`config.mk`:
```
export PLATFORM = sky130hd
export DESIGN_NAME = imem_boot_loader
export DESIGN_NICKNAME = d
export VERILOG_FILES = /design/src/rtl/imem_boot_loader_pkg.sv /design/src/rtl/ldr_byte_packer.sv /design/src/rtl/imem_boot_loader.sv
export SDC_FILE = /design/constraint.sdc
export NUM_CORES = 1
export LEC_CHECK = 0
export BUFFER_PORTS_ARGS = -buffer_cell sky130_fd_sc_hd__buf_2
export CELL_PAD_IN_SITES_DETAIL_PLACEMENT = 0
export CELL_PAD_IN_SITES_GLOBAL_PLACEMENT = 1
export CORE_ASPECT_RATIO = 1.25
export CORE_MARGIN = 3
export CORE_UTILIZATION = 30
export DETAILED_ROUTE_END_ITERATION = 6
export PLACE_DENSITY = 0.61
export SYNTH_ARGS = -nofsm -noshare
export SYNTH_HDL_FRONTEND = slang
export SYNTH_SLANG_ARGS = --single-unit
```
`constraint.sdc`:
```
create_clock -name clk -period 3.2 [get_ports clk]
set_input_delay 0.16 -clock clk [delete_from_list [all_inputs] [get_ports clk]]
set_output_delay 0.16 -clock clk [all_outputs]
set_load 0.01 [all_outputs]
```
`src/rtl/imem_boot_loader_pkg.sv`:
```
// Shared definitions for the instruction-memory boot loader: FSM encodings,
// frame geometry and small helper functions.
package imem_boot_loader_pkg;

  localparam logic [2:0] LDR_IDLE = 3'd0;
  localparam logic [2:0] LDR_HDR0 = 3'd1;
  localparam logic [2:0] LDR_HDR1 = 3'd2;
  localparam logic [2:0] LDR_DATA = 3'd3;
  localparam logic [2:0] LDR_CSUM = 3'd4;
  localparam logic [2:0] LDR_DONE = 3'd5;
  localparam logic [2:0] LDR_ERR  = 3'd6;

  localparam int LDR_WORD_BYTES = 4;

  // Frame-owning states: the loader holds imem and accepts bytes.
  function automatic logic is_active(input logic [2:0] st);
    return (st == LDR_HDR0) || (st == LDR_HDR1) || (st == LDR_DATA) || (st == LDR_CSUM);
  endfunction

  function automatic logic [7:0] xor_fold(input logic [7:0] acc, input logic [7:0] b);
    return acc ^ b;
  endfunction

endpackage

```
`src/rtl/ldr_byte_packer.sv`:
```
// Assembles data bytes into little-endian 32-bit words, pulses word_valid for
// one cycle per completed word and keeps the running XOR checksum.
module ldr_byte_packer
  import imem_boot_loader_pkg::*;
(
  input  logic        clk,
  input  logic        rst,
  input  logic        clear,
  input  logic        byte_en,
  input  logic [7:0]  byte_in,
  output logic        word_end,
  output logic        word_valid,
  output logic [31:0] word,
  output logic [7:0]  csum
);

  localparam logic [1:0] LAST_IDX = 2'(LDR_WORD_BYTES - 1);

  logic [1:0]  idx_r;
  logic [23:0] shift_r;
  logic [31:0] word_r;
  logic        word_valid_r;
  logic [7:0]  csum_r;

  assign word_end   = (idx_r == LAST_IDX);
  assign word_valid = word_valid_r;
  assign word       = word_r;
  assign csum       = csum_r;

  // Byte index, shift/assemble, write pulse and checksum; word_r holds between words.
  always_ff @(posedge clk or negedge rst) begin
    if (!rst) begin
      idx_r        <= 2'd0;
      shift_r      <= 24'd0;
      word_r       <= 32'd0;
      word_valid_r <= 1'b0;
      csum_r       <= 8'd0;
    end else if (clear) begin
      idx_r        <= 2'd0;
      shift_r      <= 24'd0;
      word_valid_r <= 1'b0;
      csum_r       <= 8'd0;
    end else begin
      word_valid_r <= byte_en && word_end;
      if (byte_en) begin
        csum_r <= xor_fold(csum_r, byte_in);
        idx_r  <= idx_r + 2'd1;
        if (word_end) begin
          word_r <= {byte_in, shift_r};
        end else begin
          shift_r <= {byte_in, shift_r[23:8]};
        end
      end
    end
  end

endmodule

```
`src/rtl/imem_boot_loader.sv`:
```
// Fills instruction memory from a framed byte stream (count, words, XOR csum)
// while holding the core frozen via load.
module imem_boot_loader
  import imem_boot_loader_pkg::*;
#(
  parameter int ADDR_W      = 8,
  parameter int TIMEOUT_CYC = 4096
) (
  input  logic              clk,
  input  logic              rst,
  input  logic              start,
  input  logic              in_valid,
  output logic              in_ready,
  input  logic [7:0]        in_data,
  output logic              imem_we,
  output logic [ADDR_W-1:0] imem_addr,
  output logic [31:0]       imem_wdata,
  output logic              load,
  output logic              done,
  output logic              err,
  output logic [ADDR_W:0]   words_loaded
);

  localparam int              TO_W    = $clog2(TIMEOUT_CYC + 1);
  localparam logic [TO_W-1:0] TO_LAST = TO_W'(TIMEOUT_CYC - 1);
  localparam logic [16:0]     DEPTH   = 17'(2 ** ADDR_W);

  logic [2:0]        state_r;
  logic [2:0]        state_nxt_s;
  logic [15:0]       n_r;
  logic [TO_W-1:0]   idle_cnt_r;
  logic [ADDR_W:0]   words_r;
  logic [ADDR_W-1:0] addr_r;
  logic              in_ready_r;
  logic              load_r;
  logic              done_r;
  logic              err_r;

  logic        accept_s;
  logic        clear_s;
  logic        byte_en_s;
  logic        to_hit_s;
  logic        last_word_s;
  logic        word_end_s;
  logic [7:0]  csum_s;
  logic [15:0] hdr_n_s;

  assign accept_s    = in_valid && in_ready_r;
  assign clear_s     = start && ((state_r == LDR_IDLE) || (state_r == LDR_DONE) || (state_r == LDR_ERR));
  assign byte_en_s   = accept_s && (state_r == LDR_DATA);
  assign to_hit_s    = (idle_cnt_r == TO_LAST);
  assign hdr_n_s     = {in_data, n_r[7:0]};
  assign last_word_s = ((17'(words_r) + 17'd1) == {1'b0, n_r});

  ldr_byte_packer u_packer (
    .clk        (clk),
    .rst        (rst),
    .clear      (clear_s),
    .byte_en    (byte_en_s),
    .byte_in    (in_data),
    .word_end   (word_end_s),
    .word_valid (imem_we),
    .word       (imem_wdata),
    .csum       (csum_s)
  );

  // Next-state logic; an accepted byte always takes priority over the timeout.
  always_comb begin
    state_nxt_s = state_r;
    case (state_r)
      LDR_IDLE, LDR_DONE, LDR_ERR: begin
        if (clear_s) state_nxt_s = LDR_HDR0;
        else         state_nxt_s = state_r;
      end
      LDR_HDR0: begin
        if (accept_s)      state_nxt_s = LDR_HDR1;
        else if (to_hit_s) state_nxt_s = LDR_ERR;
        else               state_nxt_s = state_r;
      end
      LDR_HDR1: begin
        if (accept_s) begin
          if ({1'b0, hdr_n_s} > DEPTH) state_nxt_s = LDR_ERR;
          else if (hdr_n_s == 16'd0)   state_nxt_s = LDR_CSUM;
          else                         state_nxt_s = LDR_DATA;
        end else if (to_hit_s) begin
          state_nxt_s = LDR_ERR;
        end else begin
          state_nxt_s = state_r;
        end
      end
      LDR_DATA: begin
        if (accept_s) begin
          if (word_end_s && last_word_s) state_nxt_s = LDR_CSUM;
          else                           state_nxt_s = LDR_DATA;
        end else if (to_hit_s) begin
          state_nxt_s = LDR_ERR;
        end else begin
          state_nxt_s = state_r;
        end
      end
      LDR_CSUM: begin
        if (accept_s) begin
          if (in_data == csum_s) state_nxt_s = LDR_DONE;
          else                   state_nxt_s = LDR_ERR;
        end else if (to_hit_s) begin
          state_nxt_s = LDR_ERR;
        end else begin
          state_nxt_s = state_r;
        end
      end
      default: state_nxt_s = LDR_IDLE;
    endcase
  end

  // State, status outputs (decoded from next state), header count, word counter, idle timer.
  always_ff @(posedge clk or negedge rst) begin
    if (!rst) begin
      state_r    <= LDR_IDLE;
      n_r        <= 16'd0;
      idle_cnt_r <= '0;
      words_r    <= '0;
      addr_r     <= '0;
      in_ready_r <= 1'b0;
      load_r     <= 1'b0;
      done_r     <= 1'b0;
      err_r      <= 1'b0;
    end else begin
      state_r    <= state_nxt_s;
      in_ready_r <= is_active(state_nxt_s);
      load_r     <= is_active(state_nxt_s);
      done_r     <= (state_nxt_s == LDR_DONE);
      err_r      <= (state_nxt_s == LDR_ERR);
      if (accept_s && (state_r == LDR_HDR0)) n_r[7:0]  <= in_data;
      if (accept_s && (state_r == LDR_HDR1)) n_r[15:8] <= in_data;
      if (clear_s) begin
        words_r <= '0;
      end else if (byte_en_s && word_end_s) begin
        words_r <= words_r + (ADDR_W + 1)'(1);
        addr_r  <= words_r[ADDR_W-1:0];
      end
      if (clear_s || accept_s || !is_active(state_r)) idle_cnt_r <= '0;
      else                                            idle_cnt_r <= idle_cnt_r + TO_W'(1);
    end
  end

  assign in_ready     = in_ready_r;
  assign load         = load_r;
  assign done         = done_r;
  assign err          = err_r;
  assign imem_addr    = addr_r;
  assign words_loaded = words_r;

endmodule

```
== After elaboration in Yosys (flattened, before gate mapping) ==
Index checks and enable logic that the tools add are counted.

* Register bits: 119
* Input bits: 12
* Output and inout bits: 54
* Logic and storage cells: 86

* Add/sub/neg operators: 4
* $lt $le $gt $ge: 1
* Eq/ne operators: 17
* Multiplexer cells: 22
* Bitwise logic cells: 2
* Reductions and logical operators: 26

{| class="wikitable"
|+ Operators with widths
! kind !! count
|-
| $mux 24 || 3
|-
| $mux 3 || 9
|-
| $eq 3x3->1 const B || 6
|-
| $mux 9 || 2
|-
| $eq 10x16->1 || 1
|-
| $gt 16x9->1 const B || 1
|-
| $logic_not 16->1 || 1
|-
| $mux 8 || 2
|-
| $pmux 3 s5 || 1
|-
| $add 13x1->13 const B || 1
|-
| $eq 13x12->1 const B || 1
|-
| $mux 13 || 1
|-
| $eq 3x2->1 const B || 4
|-
| $add 9x1->10 const B || 1
|-
| $logic_or 1x1->1 || 10
|-
| $add 9x1->9 const B || 1
|-
| $eq 8x8->1 || 1
|-
| $xor 8x8->8 || 1
|-
| $logic_and 1x1->1 || 7
|-
| $eq 3x1->1 const B || 2
|-
| $mux 2 || 3
|-
| $reduce_and 2->1 || 2
|-
| $reduce_bool 2->1 || 2
|-
| $logic_not 3->1 || 1
|-
| other kinds (8) || 8
|}

== Depth between registers and ports, before layout ==
Gate-level depths: netlist (run 1).

* Depth in word-level cells: 10
* Gate-level depth with buffers: 9
* Gate-level depth less buffers: 9

== Modules after synthesis ==
Synthesis (run 1) repeated with hierarchy kept, for this count alone.

* Cell total of the unflattened synthesis: 498
* Area, all modules: 5,615.4 um^2

{| class="wikitable"
|+ By module, submodules not included
! module !! instances !! cells each !! area an instance (um^2) !! sequential area each (um^2)
|-
| imem_boot_loader || 1 || 280 || 2,874.0 || 1,301.2
|-
| ldr_byte_packer || 1 || 218 || 2,741.4 || 1,676.6
|}

== Worst setup path after synthesis (run 1) ==
No wires, ideal clock.

* Path type: register to register
* From: register words_r[0], in the netlist words_loaded[0]
* To: register done_r, in the netlist done
* Setup time: 88 ps
* Data arrival time: 2,195 ps
* Data required time: 3,112 ps
* Setup slack: 916 ps
* Cell stages (with the launch flop): 9
* Path buffers: 0
* Clock period less this slack: 2,284 ps
* Cells stage by stage: dfrtp_1 ha_1 xnor3_1 o31ai_1 and4bb_1 or4b_1 nand2_1 a21oi_2 nor3b_1

* Cells in the longest elaborated chain, start to end: 7

{| class="wikitable"
|+ Ends and longest elaborated chain
! what !! RTL line !! RTL
|-
| start, declared || imem_boot_loader.sv:32 || <nowiki>logic [ADDR_W:0] words_r;</nowiki>
|-
| start signal, assigned || imem_boot_loader.sv:138 || <nowiki>words_r <= words_r + (ADDR_W + 1)'(1);</nowiki>
|-
| $add 9x1->10 || imem_boot_loader.sv:53 || <nowiki>assign last_word_s = ((17'(words_r) + 17'd1) == {1'b0, n_r});</nowiki>
|-
| $eq 10x16->1 || imem_boot_loader.sv:53 ||
|-
| $logic_and 1x1->1 || imem_boot_loader.sv:93 || <nowiki>if (word_end_s && last_word_s) state_nxt_s = LDR_CSUM;</nowiki>
|-
| $mux 3 || imem_boot_loader.sv:93 ||
|-
| $mux 3 || imem_boot_loader.sv:92 || <nowiki>if (accept_s) begin</nowiki>
|-
| $pmux 3 s5 || imem_boot_loader.sv:70 || <nowiki>case (state_r)</nowiki>
|-
| $eq 3x3->1 || imem_boot_loader.sv:131 || <nowiki>done_r <= (state_nxt_s == LDR_DONE);</nowiki>
|-
| end signal, assigned || imem_boot_loader.sv:131 ||
|-
| end, declared || imem_boot_loader.sv:36 || <nowiki>logic done_r;</nowiki>
|}

Every way passes these cells.
A chain may end at the register's enable or synchronous reset.

== Worst setup path in the final report (run 1) ==
Same ends and word-level chain as after synthesis.

==> results.json, run 1 <==
{
  "status": "completed",
  "drt-wirelength-per-cell_um": 15.2,
  "synthSimpleGateAreaFrac_pct": 23.5,
  "synth-seq-cells": 119,
  "htreeDepth": 4,
  "finalHoldViolCount": 0,
  "drive_gt1_share_pct": 20.0,
  "period_share_pct": 76.2,
  "drc": 0,
  "cts.sinks": 119,
  "die_w_um": 127,
  "max_freq_mhz": 410,
  "synth_cell_types": 51,
  "die_h_um": 157,
  "vias": 4258,
  "grt_max_degree": 59,
  "yosysSeqAreaShare_pct": 54.2,
  "power_frac_clock_pct": 37.6,
  "mostFrequentLayoutCell": "nand2_1",
  "cts-buffers-inserted": 17,
  "swShare_pct": 31.7,
  "synth_edf_count": 0,
  "root_buffer": "clkbuf_16",
  "synth_top_family_by_area": "simple AND/OR/NAND/NOR gates",
  "clockBufferDepth": 2,
  "grt_usage_pct": 14.2,
  "rsz0062_at_grt": "no",
  "grt_first_pass_wirelength_um": 22500,
  "synth-main-ff-cell": "dfrtp_1",
  "worstSetupStartpointType": "flop",
  "worst_slew_pin_slew_ps": 918,
  "dr.pass1.iters": 4,
  "setup_viol": 0,
  "synthesis.nets": 611,
  "netlist_instances": 596,
  "cts_tree": "done",
  "p_leak_nw": 3.22,
  "clkTransAtPathRegs_ps": 60,
  "crit_required_ps": 3520,
  "drt_wl_total_um": 13500,
  "endpoint_kind": "flop",
  "drtAntennaViolNets": 0,
  "cp_slowest_cell": "or4b_1",
  "async_flop_share_pct": 100,
  "final_cell_mix": "216 x nand2_1, 119 x dfrtp_1, 64 x buf_2",
  "synthXorXnorAreaFrac_pct": 6.08,
  "grt_util_met1_pct": 17.6,
  "grt_pass1_vias": 4361,
  "clock_latency_ps": 420,
  "crit_type": "flop to flop",
  "met2_usage_pct": 23.9,
  "pwr_density_cell_nw_per_um2": 729,
  "drv_cap": 0,
  "hold_class": "input port to flop",
  "core-area_sq_um": 17700,
  "clock_skew_ps": 11.1,
  "ios": 66,
  "rows": 54,
  "synth_compound_area_share_pct": 7.78,
  "seqPwrFrac_pct": 41.1,
  "postSynthAreaPerCell_sq_um": 9.22,
  "synthMuxAreaShare_pct": 4.03,
  "antenna_found_initial": 0,
  "post-route-util_pct": 37.2,
  "die_area_sq_um": 20000,
  "critPathArrivalTime_ps": 2760,
  "place_congestion": 0.796,
  "synth-adder-area-share_pct": 0.683,
  "grt.busiest_layer": "met2",
  "ys_warn_count": 0,
  "crit_path_max_incr_delay_ps": 490,
  "path_cells": "ha_1 -> xnor3_1 -> o31ai_1 -> and4bb_1 -> or4b_1 -> nand2_1 -> a21oi_2 -> nor3b_1",
  "syn_area_sq_um": 5500,
  "power_switching_w": 0.00152,
  "port_buffers": 65,
  "comb_power_share_pct": 21.3,
  "initial_core_util_pct": 31.1,
  "power.internal_w": 0.00328,
  "ir_worst_vdd_mv": 0.433,
  "setup-tns-final_ps": 0,
  "post-route-min-period_ps": 2440,
  "hpwl_um": 9230,
  "area_delta_synth_final_pct": 19.8,
  "gr-total-overflow": 0,
  "use_met3_pct": 3.84,
  "fin_nets": 666,
  "cp_max_fo": 7,
  "slew_headroom_pct": 38.8,
  "drtIter0Drc": 275,
  "n_antenna_cell": 0,
  "vias_per_cell": 4.80,
  "finalMaxSlewViolations": 0
}
final timing paths:
kind,from,end,slack (ps),cells after the start
worst max-delay path,words_loaded[0]$_DFFE_PN0P_,done$_DFF_PN0_,760,8
worst min-delay path,in_data[4],u_packer.word[28]$_DFFE_PN0P_,80,3
worst max register to register,words_loaded[0]$_DFFE_PN0P_,done$_DFF_PN0_,760,8
worst min register to register,imem_addr[3]$_DFFE_PN0P_,imem_addr[3]$_DFFE_PN0P_,470,2
max in group asynchronous,rst,imem_addr[2]$_DFFE_PN0P_,2050,3
min in group asynchronous,rst,idle_cnt_r[10]$_DFF_PN0_,390,2
metrics by stage:
stage	setup WS (ps)	cells	instance area, sq um	hold WS, ps	power, W
floorplan	916	596	5500	-136	0.00273
global placement	791	855	6010	287	0.00299
detailed placement	765	855	6010	305	0.00303
CTS	733	888	6590	60.2	0.00486
global route	576	888	6590	67.0	0.00510
finish	761	888	6590	75.4	0.00480
state kept, by name, summed over array words and instances (netlist names), 3 cells and up:
name,count
imem_addr,8
n_r,16
u_packer.csum,8
idle_cnt_r,13
u_packer.shift_r,24
state_r,3
words_loaded,9
u_packer.word,32
power by group through the flow:
stage,Clock [W],Combinational (W),Sequential (W)
6_report,0.00181,0.00102,0.00197
5_1_grt,0.00192,0.00116,0.00202
4_1_cts,0.00185,0.00104,0.00198
3_5_place_dp,0,0.00103,0.00200
3_3_place_gp,0,0.00100,0.00199
2_1_floorplan,0,0.000825,0.00191
logic make-up after synthesis:
kind of cell,after synthesis
and+or+nand+nor,298
DFF,119
AOI/OAI and AO/OA,77
buffers and inverters,46
xor gates and xnor gates,33
muxes,20
adders and majority gates,3
synth_stat cells (3+ instances only):
master,n,area share [%]
nand2_1,217,15
dfrtp_1,119,54
o21ai_0,32,2.9
a21oi_1,28,2.5
clkbuf_1,27,1.8
nor2_1,20,1.4
mux2_2,17,3.5
xnor2_1,17,2.7
nand3_1,15,1.4
xor2_1,13,2.1
nor3_1,7,0.64
buf_2,6,0.55
nor4_1,6,0.68
and3_1,5,0.57
inv_1,5,0.34
nor3b_1,5,0.68
o22ai_1,5,0.57
nand4_1,4,0.46
clkbuf_2,3,0.27
ha_1,3,0.68
mux2i_1,3,0.55
nand2b_1,3,0.34
layout make-up:
class / instances / area (sq um)
clock buffer: 18 / 439
clock inverter: 14 / 125
fill: 1847 / 11100
inverter: 6 / 22.5
multi-input combinational: 431 / 2320
sequential: 119 / 2980
tap: 224 / 280
timing repair buffer: 76 / 425
what timing repair did:
action / CTS / global route
hold buffers: 1 / 0
buffers inserted: 0 / 0
endpoints found under the hold margin: 56 / 0
endpoints found under the setup margin: 0 / 0
resized for setup: 0 / 0
routing by layer:
layer	wire length, um	vias up
met3	496	21
met2	6670	75
met1	6080	2089
li1	-	2073
met4	255	0
met5	0	-
critical path: cells and delay by family, from the launching register on:
kind	cells	cell delay (ps)
compound gates	2	130
flops	1	480
fa+ha+maj	1	290
simple gates	4	1070
xor+xnor	1	380
Power figures use the tool's default switching activity.
==> inputs of run 2 (changes only) <==
PLACE_DENSITY = 0.63   (was 0.61)
clock period = 2.1 ns   (was 3.2 ns; I/O delays follow)
==> results.json, run 2 (same netlist as run 1, synthesis figures left out) <==
{
  "worstSetupEndpoint": "done$_DFF_PN0_",
  "drt-wirelength-per-cell_um": 15.1,
  "max_freq_mhz": 484,
  "drtAntennaViolNets": 0,
  "root_buffer": "clkbuf_16",
  "clock_skew_ps": 6.61,
  "setup_viol": 0,
  "period_share_pct": 98.4,
  "pwr_density_cell_nw_per_um2": 1120,
  "p_leak_nw": 3.39,
  "drv_cap": 0,
  "htreeDepth": 4,
  "finalHoldViolCount": 0,
  "clock_latency_ps": 420,
  "slew_headroom_pct": 54.5,
  "gr-total-overflow": 0,
  "crit_type": "flop to flop",
  "finalMaxSlewViolations": 0,
  "clkTransAtPathRegs_ps": 60,
  "grt_max_degree": 50,
  "rsz0062_at_grt": "yes",
  "cts.sinks": 119,
  "drc": 0,
  "final_cell_mix": "215 x nand2_1, 112 x dfrtp_1, 64 x buf_2",
  "reg2reg_from": "words_loaded[1]$_DFFE_PN0P_",
  "drt_wl_total_um": 13800,
  "endpoint_kind": "flop",
  "crit_start": "words_loaded[1]$_DFFE_PN0P_",
  "port_buffers": 65,
  "swShare_pct": 31.1,
  "ios": 66,
  "power_switching_w": 0.00241,
  "worstSetupStartpointType": "flop",
  "power.internal_w": 0.00534,
  "cp_max_fo": 3,
  "multi_input_comb_area_sq_um": 2400,
  "fin_nets": 692,
  "cts_tree": "done",
  "grt_pass1_vias": 4463,
  "fin_area_sq_um": 6940,
  "comb_power_share_pct": 23.5,
  "min_path_cells": 3,
  "hpwl_um": 9520,
  "die_area_sq_um": 20000,
  "ir_worst_vdd_mv": 0.660,
  "initial_core_util_pct": 31.1,
  "die_w_um": 127,
  "drtIter0Drc": 241,
  "die_h_um": 157,
  "area_delta_synth_final_pct": 26.2,
  "seqPwrFrac_pct": 38.8,
  "status": "completed",
  "drive_gt1_share_pct": 25.5,
  "reg2reg_to": "done$_DFF_PN0_",
  "grt_first_pass_wirelength_um": 23100,
  "rrSetupSlack_ps": 30,
  "largest_reg_flops": 32,
  "n_fill_cell": 1812,
  "dr.pass1.iters": 5,
  "core-area_sq_um": 17700,
  "antenna_found_initial": 1,
  "hold_slack_ps": 6.88,
  "n_antenna_cell": 0,
  "mostFrequentLayoutCell": "nand2_1",
  "place_congestion": 0.822,
  "cts-buffers-inserted": 17,
  "power_frac_clock_pct": 37.7,
  "rows": 54,
  "hold_class": "input port to flop",
  "place_area_sq_um": 6230,
  "post-route-min-period_ps": 2070,
  "worst_slew_pin_slew_ps": 683,
  "ff2ff_path_depth": 8,
  "vias_per_cell": 4.78,
  "crit_required_ps": 2430,
  "critPathArrivalTime_ps": 2400,
  "regArea_sq_um": 2990,
  "setup-tns-final_ps": 0,
  "vias": 4367,
  "grt_usage_pct": 14.6,
  "clockBufferDepth": 2
}
run 2: changes by cell type in the layout (fill, tap and decap cells not counted), sizes merged:
cell,change
clkbuf,+1
buf,+24
bufinv,+1
dlygate4sd3,+2
clkinvlp,-3
clkinv,+1
run 2: cell type report:
| class | count | share of cell area [%] |
|---|---|---|
| Timing Repair Buffer | 102 | 9.38 |
| Multi-Input combinational cell | 431 | 34.6 |
| Clock inverter | 13 | 2.09 |
| Clock buffer | 19 | 6.53 |
| Tap cell | 224 | 4.04 |
| Sequential cell | 119 | 43.1 |
| Inverter | 6 | 0.325 |
run 2: worst min path at each step:
stage / from / end / slack, ps
2_1_floorplan: rst / done$_DFF_PN0_ / -190
3_3_place_gp: rst / idle_cnt_r[11]$_DFF_PN0_ / 190
3_5_place_dp: rst / idle_cnt_r[10]$_DFF_PN0_ / 200
4_1_cts: in_data[5] / u_packer.word[29]$_DFFE_PN0P_ / 2
5_1_grt: in_data[4] / u_packer.csum[4]$_DFFE_PN0P_ / 20
6_report: in_data[5] / u_packer.word[29]$_DFFE_PN0P_ / 7
run 2: per-stage QoR:
stage | utilization [%] | total power [W] | std cells | worst slack [ps]
2_1_floorplan | - | 0.00418 | 596 | 76.6
3_3_place_gp | 35.2 | 0.00474 | 879 | -0.391
3_5_place_dp | 35.2 | 0.00480 | 879 | -55.5
4_1_cts | 38.9 | 0.00779 | 914 | 15.3
5_1_grt | 39.2 | 0.00820 | 914 | -45.4
6_report | 39.2 | 0.00775 | 914 | 34.2
run 2: worst max-delay path, stage by stage, from the launching register on:
cell and delay (ps):
dfrtp_2 420, ha_4 280, xnor2_2 100, nand4_1 90, and4bb_1 240, or4b_4 490
nand2_4 90, a21oi_4 70, nor3b_2 190
run 2: what timing repair did:
action                                  in CTS  in global routing
endpoints found under the setup margin       3                  4
hold buffers                                 3                  0
buffers inserted                             0                  0
endpoints found under the hold margin       50                  0
resized for setup                            5                 14
pin swaps                                    1                  5
run 2: power by group through the flow:
| stage | Clock (W) | Combinational, W | Sequential, W |
|---|---|---|---|
| 5_1_grt | 0.00310 | 0.00204 | 0.00307 |
| 3_3_place_gp | 0 | 0.00173 | 0.00301 |
| 4_1_cts | 0.00299 | 0.00181 | 0.00299 |
| 2_1_floorplan | 0 | 0.00127 | 0.00291 |
| 3_5_place_dp | 0 | 0.00177 | 0.00302 |
| 6_report | 0.00292 | 0.00182 | 0.00300 |
run 2: layer usage:
metal / up-vias / track usage [%] / routed length [um]
met5: - / 0 / 13
met4: 2 / 5.62 / 219
met3: 17 / 3.56 / 475
met2: 77 / 24.4 / 6870
met1: 2143 / 18.3 / 6240
li1: 2128 / - / -
